$ cat src/rtl/regfile_pkg.sv
// Shared types and constants for the multi-port register file.
package regfile_pkg;

    localparam int unsigned DEF_DATA_W   = 32;
    localparam int unsigned DEF_NUM_REGS = 32;
    localparam int unsigned DEF_NUM_RD   = 2;
    localparam int unsigned DEF_NUM_WR   = 2;

    typedef logic [0:0] clr_state_e;
    localparam clr_state_e IDLE  = 1'b0;
    localparam clr_state_e CLEAR = 1'b1;

    // Address width for a register count, never below one bit.
    function automatic int unsigned addr_w(input int unsigned n);
        return (n > 2) ? $clog2(n) : 1;
    endfunction

endpackage

$ cat src/rtl/regfile_scoreboard.sv
// Pending-write scoreboard: one busy bit per register with alloc/write/bulk-clear update.
module regfile_scoreboard
    import regfile_pkg::*;
#(
    parameter int unsigned NUM_REGS = DEF_NUM_REGS,
    parameter int unsigned NUM_RD   = DEF_NUM_RD,
    parameter int unsigned NUM_WR   = DEF_NUM_WR,
    parameter bit          ZERO_REG = 1'b1,
    localparam int unsigned AW      = addr_w(NUM_REGS)
) (
    input  logic                         i_clk,
    input  logic                         i_reset_n,
    input  logic [NUM_WR-1:0][AW-1:0]    i_wr_addr,
    input  logic [NUM_WR-1:0]            i_wr_en,
    input  logic                         i_alloc_en,
    input  logic [AW-1:0]                i_alloc_addr,
    input  logic                         i_bulk_clr,
    input  logic [NUM_RD-1:0][AW-1:0]    i_rs_addr,
    output logic [NUM_RD-1:0]            o_rs_busy_c
);

    logic [NUM_REGS-1:0] busy_q;
    logic [NUM_REGS-1:0] busy_d;

    // Writes retire first so a same-cycle allocation (newer producer) keeps the bit set.
    always_comb begin
        busy_d = busy_q;
        for (int w = 0; w < int'(NUM_WR); w++) begin
            if (i_wr_en[w]) busy_d[i_wr_addr[w]] = 1'b0;
        end
        if (i_alloc_en && !(ZERO_REG && (i_alloc_addr == '0))) begin
            busy_d[i_alloc_addr] = 1'b1;
        end
        if (i_bulk_clr) busy_d = '0;
    end

    always_ff @(posedge i_clk or negedge i_reset_n) begin
        if (!i_reset_n) busy_q <= '0;
        else            busy_q <= busy_d;
    end

    always_comb begin
        o_rs_busy_c = '0;
        for (int k = 0; k < int'(NUM_RD); k++) begin
            o_rs_busy_c[k] = busy_q[i_rs_addr[k]];
        end
    end

endmodule

$ cat src/rtl/regfile_mp.sv
// Multi-port register file with write-to-read bypass, hazard scoreboard and soft-clear sweep.
module regfile_mp
    import regfile_pkg::*;
#(
    parameter int unsigned DATA_W   = DEF_DATA_W,
    parameter int unsigned NUM_REGS = DEF_NUM_REGS,
    parameter int unsigned NUM_RD   = DEF_NUM_RD,
    parameter int unsigned NUM_WR   = DEF_NUM_WR,
    parameter bit          BYPASS   = 1'b1,
    parameter bit          ZERO_REG = 1'b1,
    localparam int unsigned AW      = addr_w(NUM_REGS)
) (
    input  logic                           i_clk,
    input  logic                           i_reset_n,
    input  logic [NUM_RD-1:0][AW-1:0]      i_rs_addr,
    output logic [NUM_RD-1:0][DATA_W-1:0]  o_rs_data,
    output logic [NUM_RD-1:0]              o_rs_busy,
    input  logic [NUM_WR-1:0][AW-1:0]      i_rd_addr,
    input  logic [NUM_WR-1:0][DATA_W-1:0]  i_rd_data,
    input  logic [NUM_WR-1:0]              i_rd_wren,
    input  logic                           i_alloc_en,
    input  logic [AW-1:0]                  i_alloc_addr,
    input  logic                           i_clr_req,
    output logic                           o_clr_busy
);

    clr_state_e                          state_q;
    clr_state_e                          state_d;
    logic [AW-1:0]                       cnt_q;
    logic [AW-1:0]                       cnt_d;
    logic [NUM_REGS-1:0][DATA_W-1:0]     mem_q;
    logic                                accept;
    logic                                alloc_ok;
    logic                                bulk_clr;
    logic [NUM_WR-1:0]                   wr_ok;
    logic [NUM_RD-1:0]                   busy_c;

    // A clear request in IDLE takes priority over any same-cycle write or allocation.
    always_comb begin
        accept   = (state_q == IDLE) && !i_clr_req;
        bulk_clr = (state_q == IDLE) && i_clr_req;
        alloc_ok = i_alloc_en && accept;
        wr_ok    = '0;
        for (int w = 0; w < int'(NUM_WR); w++) begin
            wr_ok[w] = i_rd_wren[w] && accept && !(ZERO_REG && (i_rd_addr[w] == '0));
        end
    end

    always_comb begin
        state_d = state_q;
        cnt_d   = cnt_q;
        case (state_q)
            IDLE: begin
                if (i_clr_req) begin
                    state_d = CLEAR;
                    cnt_d   = '0;
                end
            end
            CLEAR: begin
                cnt_d = cnt_q + AW'(1);
                if (cnt_q == AW'(NUM_REGS - 1)) state_d = IDLE;
            end
            default: begin
                state_d = IDLE;
                cnt_d   = '0;
            end
        endcase
    end

    always_ff @(posedge i_clk or negedge i_reset_n) begin
        if (!i_reset_n) begin
            state_q <= IDLE;
            cnt_q   <= '0;
        end else begin
            state_q <= state_d;
            cnt_q   <= cnt_d;
        end
    end

    // Storage: sweep clears one entry per cycle; otherwise later write ports override earlier ones.
    always_ff @(posedge i_clk or negedge i_reset_n) begin
        if (!i_reset_n) begin
            mem_q <= '0;
        end else if (state_q == CLEAR) begin
            mem_q[cnt_q] <= '0;
        end else begin
            for (int w = 0; w < int'(NUM_WR); w++) begin
                if (wr_ok[w]) mem_q[i_rd_addr[w]] <= i_rd_data[w];
            end
        end
    end

    always_comb begin
        o_rs_data = '0;
        for (int k = 0; k < int'(NUM_RD); k++) begin
            o_rs_data[k] = mem_q[i_rs_addr[k]];
            if (ZERO_REG && (i_rs_addr[k] == '0)) o_rs_data[k] = '0;
            if (BYPASS && (state_q == IDLE)) begin
                for (int w = 0; w < int'(NUM_WR); w++) begin
                    if (wr_ok[w] && (i_rd_addr[w] == i_rs_addr[k])) o_rs_data[k] = i_rd_data[w];
                end
            end
        end
    end

    regfile_scoreboard #(
        .NUM_REGS (NUM_REGS),
        .NUM_RD   (NUM_RD),
        .NUM_WR   (NUM_WR),
        .ZERO_REG (ZERO_REG)
    ) u_scoreboard (
        .i_clk        (i_clk),
        .i_reset_n    (i_reset_n),
        .i_wr_addr    (i_rd_addr),
        .i_wr_en      (wr_ok),
        .i_alloc_en   (alloc_ok),
        .i_alloc_addr (i_alloc_addr),
        .i_bulk_clr   (bulk_clr),
        .i_rs_addr    (i_rs_addr),
        .o_rs_busy_c  (busy_c)
    );

    always_comb begin
        o_rs_busy  = (state_q == IDLE) ? busy_c : '0;
        o_clr_busy = (state_q == CLEAR);
    end

endmodule

$ cat config.mk
export PLATFORM = sky130hd
export DESIGN_NAME = regfile_mp
export DESIGN_NICKNAME = d
export VERILOG_FILES = /design/src/rtl/regfile_pkg.sv /design/src/rtl/regfile_scoreboard.sv /design/src/rtl/regfile_mp.sv
export SDC_FILE = /design/constraint.sdc
export NUM_CORES = 2
export LEC_CHECK = 0
export CAP_MARGIN = 5
export CORE_UTILIZATION = 35
export CTS_CLUSTER_SIZE = 20
export DETAILED_ROUTE_END_ITERATION = 16
export SETUP_SLACK_MARGIN = 0.5
export SLEW_MARGIN = 25
export SYNTH_ARGS = -nofsm -noshare
export SYNTH_HDL_FRONTEND = slang
export SYNTH_SLANG_ARGS = --single-unit
$ cat constraint.sdc
create_clock -name i_clk -period 3.54 [get_ports i_clk]
set_input_delay 0.708 -clock i_clk [delete_from_list [all_inputs] [get_ports i_clk]]
set_output_delay 0.708 -clock i_clk [all_outputs]
set_load 0.01 [all_outputs]
==> flow_metrics.py <==
metrics = {
    "power": {
        "power_density_mw_per_mm2": 425,
        "power_leakage_nw": 39.5,
        "p_comb_share_pct": 31.5,
        "p_seq_share_pct": 35.8,
        "p_int_mw": 24.5,
        "report.power.total_mw": 39.7,
        "ir_drop_mv": 0.452,
        "power.share.clock_pct": 32.6,
        "swShare_pct": 38.2,
        "p_sw_mw": 15.2,
    },
    "global_route": {
        "grt_pass1_wl_um": 535000,
        "grt_usage_pct": 33.0,
        "grt_start_max_net_pins": 150,
        "overflow": 0,
        "antenna_found_initial": 23,
        "grt_pass1_vias": 71000,
    },
    "routing": {
        "drc": 0,
        "final_antenna_net_count": 0,
        "dr.pass1.iters": 9,
        "drtIter0Drc": 10600,
        "vias": 73800,
        "wirelength_um": 376000,
        "vias_per_cell": 6.85,
        "avgRoutedWirePerCell_um": 34.9,
    },
    "worst_setup_path": {
        "crit_type": "flip-flop to primary output",
        "reg2regPathDepth": 6,
        "cp.depth": 8,
        "crit_required_ns": 2.83,
        "critPathTopFamily": "simple AND/OR/NAND/NOR gates",
        "cp.arrival_ns": 3.17,
        "ff2ff_setup_slack_ns": 0.67,
        "r2r_end": "mem_q[809]",
        "path_max_fanout": 12,
        "critPathCaptureType": "primary output",
        "crit_path_start_kind": "flip-flop",
        "cpMaxStageDelayCell": "dfrtp_4",
        "critPathMostFrequentCell": "nand4_1",
        "r2r_start": "cnt_q[1]",
        "path_buf_inv": 3,
        "crit_chain": "nor3b_4 > buf_4 > o21ai_4 > or3_4 > buf_12 > nand4_1 > nand4_1 > buf_2",
        "crit_end": "o_rs_data[17]",
        "startpoint": "o_clr_busy",
        "slowest_delay_ns": 0.54,
    },
    "job": {
        "drv_cap": 0,
    },
    "floorplan": {
        "start_util_pct": 35.3,
        "die_h_um": 470,
        "io_pins": 162,
        "placement_rows": 171,
        "core_mm2": 0.218,
        "die_area_mm2": 0.221,
        "die_w_um": 470,
    },
    "logic_synthesis": {
        "yosysSeqAreaShare_pct": 34.6,
        "yosysTopAreaCell": "dfrtp_1",
        "avgSynthCellArea_um2": 10.0,
        "synth_seq_cells": 1062,
        "synthCells": 7648,
        "synthDistinctLibCells": 54,
        "ys_warn_count": 0,
        "synth_top_area_share_pct": 34.6,
        "synth_flop_cell": "dfrtp_1",
        "synth_area_leaders": "dfrtp_1, mux4_2, mux2i_1",
        "synthArstFlopShare_pct": 100,
        "synth_edf_count": 0,
        "synth_nets": 7748,
        "netlist_area_mm2": 0.0767,
    },
    "layout": {
        "drive_gt1_share_pct": 25.4,
        "fill_cells": 20000,
        "syn2layout_area_growth_pct": 21.7,
        "nets": 7927,
    },
    "sta": {
        "finalCriticalPeriod_ns": 3.87,
        "max_freq_mhz": 258,
        "relSlewSlack_pct": 27.9,
        "setup_tns_ns": -9.60,
        "setup_ws_ns": -0.333,
        "worst_slew_pin_slew_ns": 1.08,
        "setup_viol": 63,
        "hold_viol_final": 0,
        "clock_skew_ns": 0.0416,
        "drv_slew": 0,
        "grt_setup_unrepaired": "true",
        "finalCritPeriodShare_pct": 109,
    },
    "worst_hold_path": {
        "worstHoldPathCells": 1,
        "hold_class": "flip-flop to flip-flop",
    },
    "place": {
        "dp_hpwl_um": 245000,
        "finalWeightedCongestion": 1.02,
        "port_buffers": 161,
    },
    "outcome": {
        "failed_checks": "negative setup slack",
        "status": "finished with violations",
    },
    "cts": {
        "clkLatencyLatePin_ns": 0.80,
        "clkTransAtPathRegs_ns": 0.07,
        "cts_tree": "yes",
        "cts_max_level": 3,
        "root_buffer": "clkbuf_16",
        "clock_sinks": 1062,
        "cts_inserted_buffers": 118,
        "clock_path_buffers": 3,
    },
}
-- through the flow --
step	area (um2)	util (%)	hold slack [ns]	std cells	worst slack, ns
after floorplan	77000	-	0.412	7648	0.440
after global placement	87500	40.2	0.483	10500	-0.870
after detailed placement	87500	40.2	0.492	10500	-0.835
after CTS	92900	42.7	0.507	10700	-0.242
after global routing	93400	42.9	0.517	10800	-0.259
final	93400	42.9	0.509	10800	-0.333
-- cell usage after synthesis (all sizes together) (128+ instances only) --
cell type / number
a21oi: 755
a22o: 674
a22oi: 190
buf: 228
clkbuf: 768
dfrtp: 1062
mux2: 128
mux2i: 901
mux4: 533
nand2: 421
nand4: 187
nor2: 610
o21ai: 648
o2bb2ai: 192
-- flip-flops by register name (all words and copies together), names as in the netlist --
register and flops:
cnt_q 5, mem_q 1024, o_clr_busy 1, u_scoreboard.busy_q 32
-- logic make-up after synthesis --
| family | Yosys count | synth area share, % |
|---|---|---|
| compound gates | 2521 | 21.5 |
| fa+ha+maj | 5 | 0.0815 |
| flops | 1062 | 34.6 |
| simple gates | 1454 | 8.55 |
| xor+xnor | 22 | 0.251 |
| buf+inv | 1022 | 5.70 |
| mux | 1562 | 29.3 |
-- power by group through the flow --
stage | Sequential [mW] | Combinational, mW | Clock (mW)
detailed placement | 14.4 | 11.8 | 0
finish | 14.2 | 12.5 | 13.0
global route | 14.4 | 12.9 | 13.4
CTS | 14.2 | 11.9 | 13.0
global placement | 14.3 | 11.6 | 0
floorplan | 14.0 | 6.44 | 0
-- how the worst min path moves through the flow --
stage	start	endpoint	slack [ns]
6_report	mem_q[7]	mem_q[7]	0.51
5_1_grt	mem_q[241]	mem_q[241]	0.52
4_1_cts	mem_q[7]	mem_q[7]	0.51
3_5_place_dp	mem_q[27]	mem_q[27]	0.49
3_3_place_gp	mem_q[27]	mem_q[27]	0.48
2_1_floorplan	i_reset_n	cnt_q[0]	0.41
-- cell usage in the layout, fill, tap and decap left out, drive strengths merged, types with 7 or more instances in the layout --
| cell | synthesis | routed |
|---|---|---|
| nor3 | 30 | 30 |
| diode | 0 | 7 |
| or2 | 7 | 7 |
| nand4 | 187 | 187 |
| clkbuf | 768 | 186 |
| nand3b | 8 | 8 |
| mux2 | 128 | 128 |
| nor2b | 20 | 22 |
| xnor2 | 21 | 21 |
| nand3 | 94 | 94 |
| inv | 26 | 31 |
| mux4 | 533 | 533 |
| nand2 | 421 | 421 |
| o21ai | 648 | 648 |
| dfrtp | 1062 | 1062 |
| nor2 | 610 | 611 |
| o2111ai | 8 | 8 |
| clkdlybuf4s50 | 0 | 77 |
| a31oi | 27 | 27 |
| mux2i | 901 | 901 |
| a22oi | 190 | 190 |
| clkinv | 0 | 23 |
| and3 | 7 | 7 |
| a32oi | 10 | 10 |
| a22o | 674 | 674 |
| buf | 228 | 957 |
| nor3b | 7 | 7 |
| a21oi | 755 | 755 |
| and2 | 38 | 38 |
| o2bb2ai | 192 | 192 |
-- timing repair --
action | CTS | global route
buffers inserted | 56 | 19
hold buffers | 1 | 0
cloned | 23 | 9
endpoints found under the setup margin | 67 | 88
resized for setup | 414 | 25
pin swaps | 74 | 67
hold endpoints to repair | 37 | 0
-- per-layer routing --
metal  wire length, um  track usage (%)  vias up  share of wire [%]
met5               253                0        -              0.067
met4             29300             21.3       22                7.8
met3             53000             12.4     1515                 14
met2            160000             48.2     5791                 43
met1            133000             40.6    37000                 35
li1                  -                -    29500                  -
-- area by class of cell --
class                      instances  area, um2  share of cell area (%)
multi-input combinational       5567      47100                    50.4
sequential                      1062      26600                    28.5
timing repair buffer            1052      12100                    13.0
tap                             2854       3570                    3.82
clock buffer                     179       3540                    3.79
clock inverter                    34        374                   0.401
inverter                          26        105                   0.113
antenna                            7       17.5                  0.0188
Note: power is estimated with default switching activity, not from simulation.
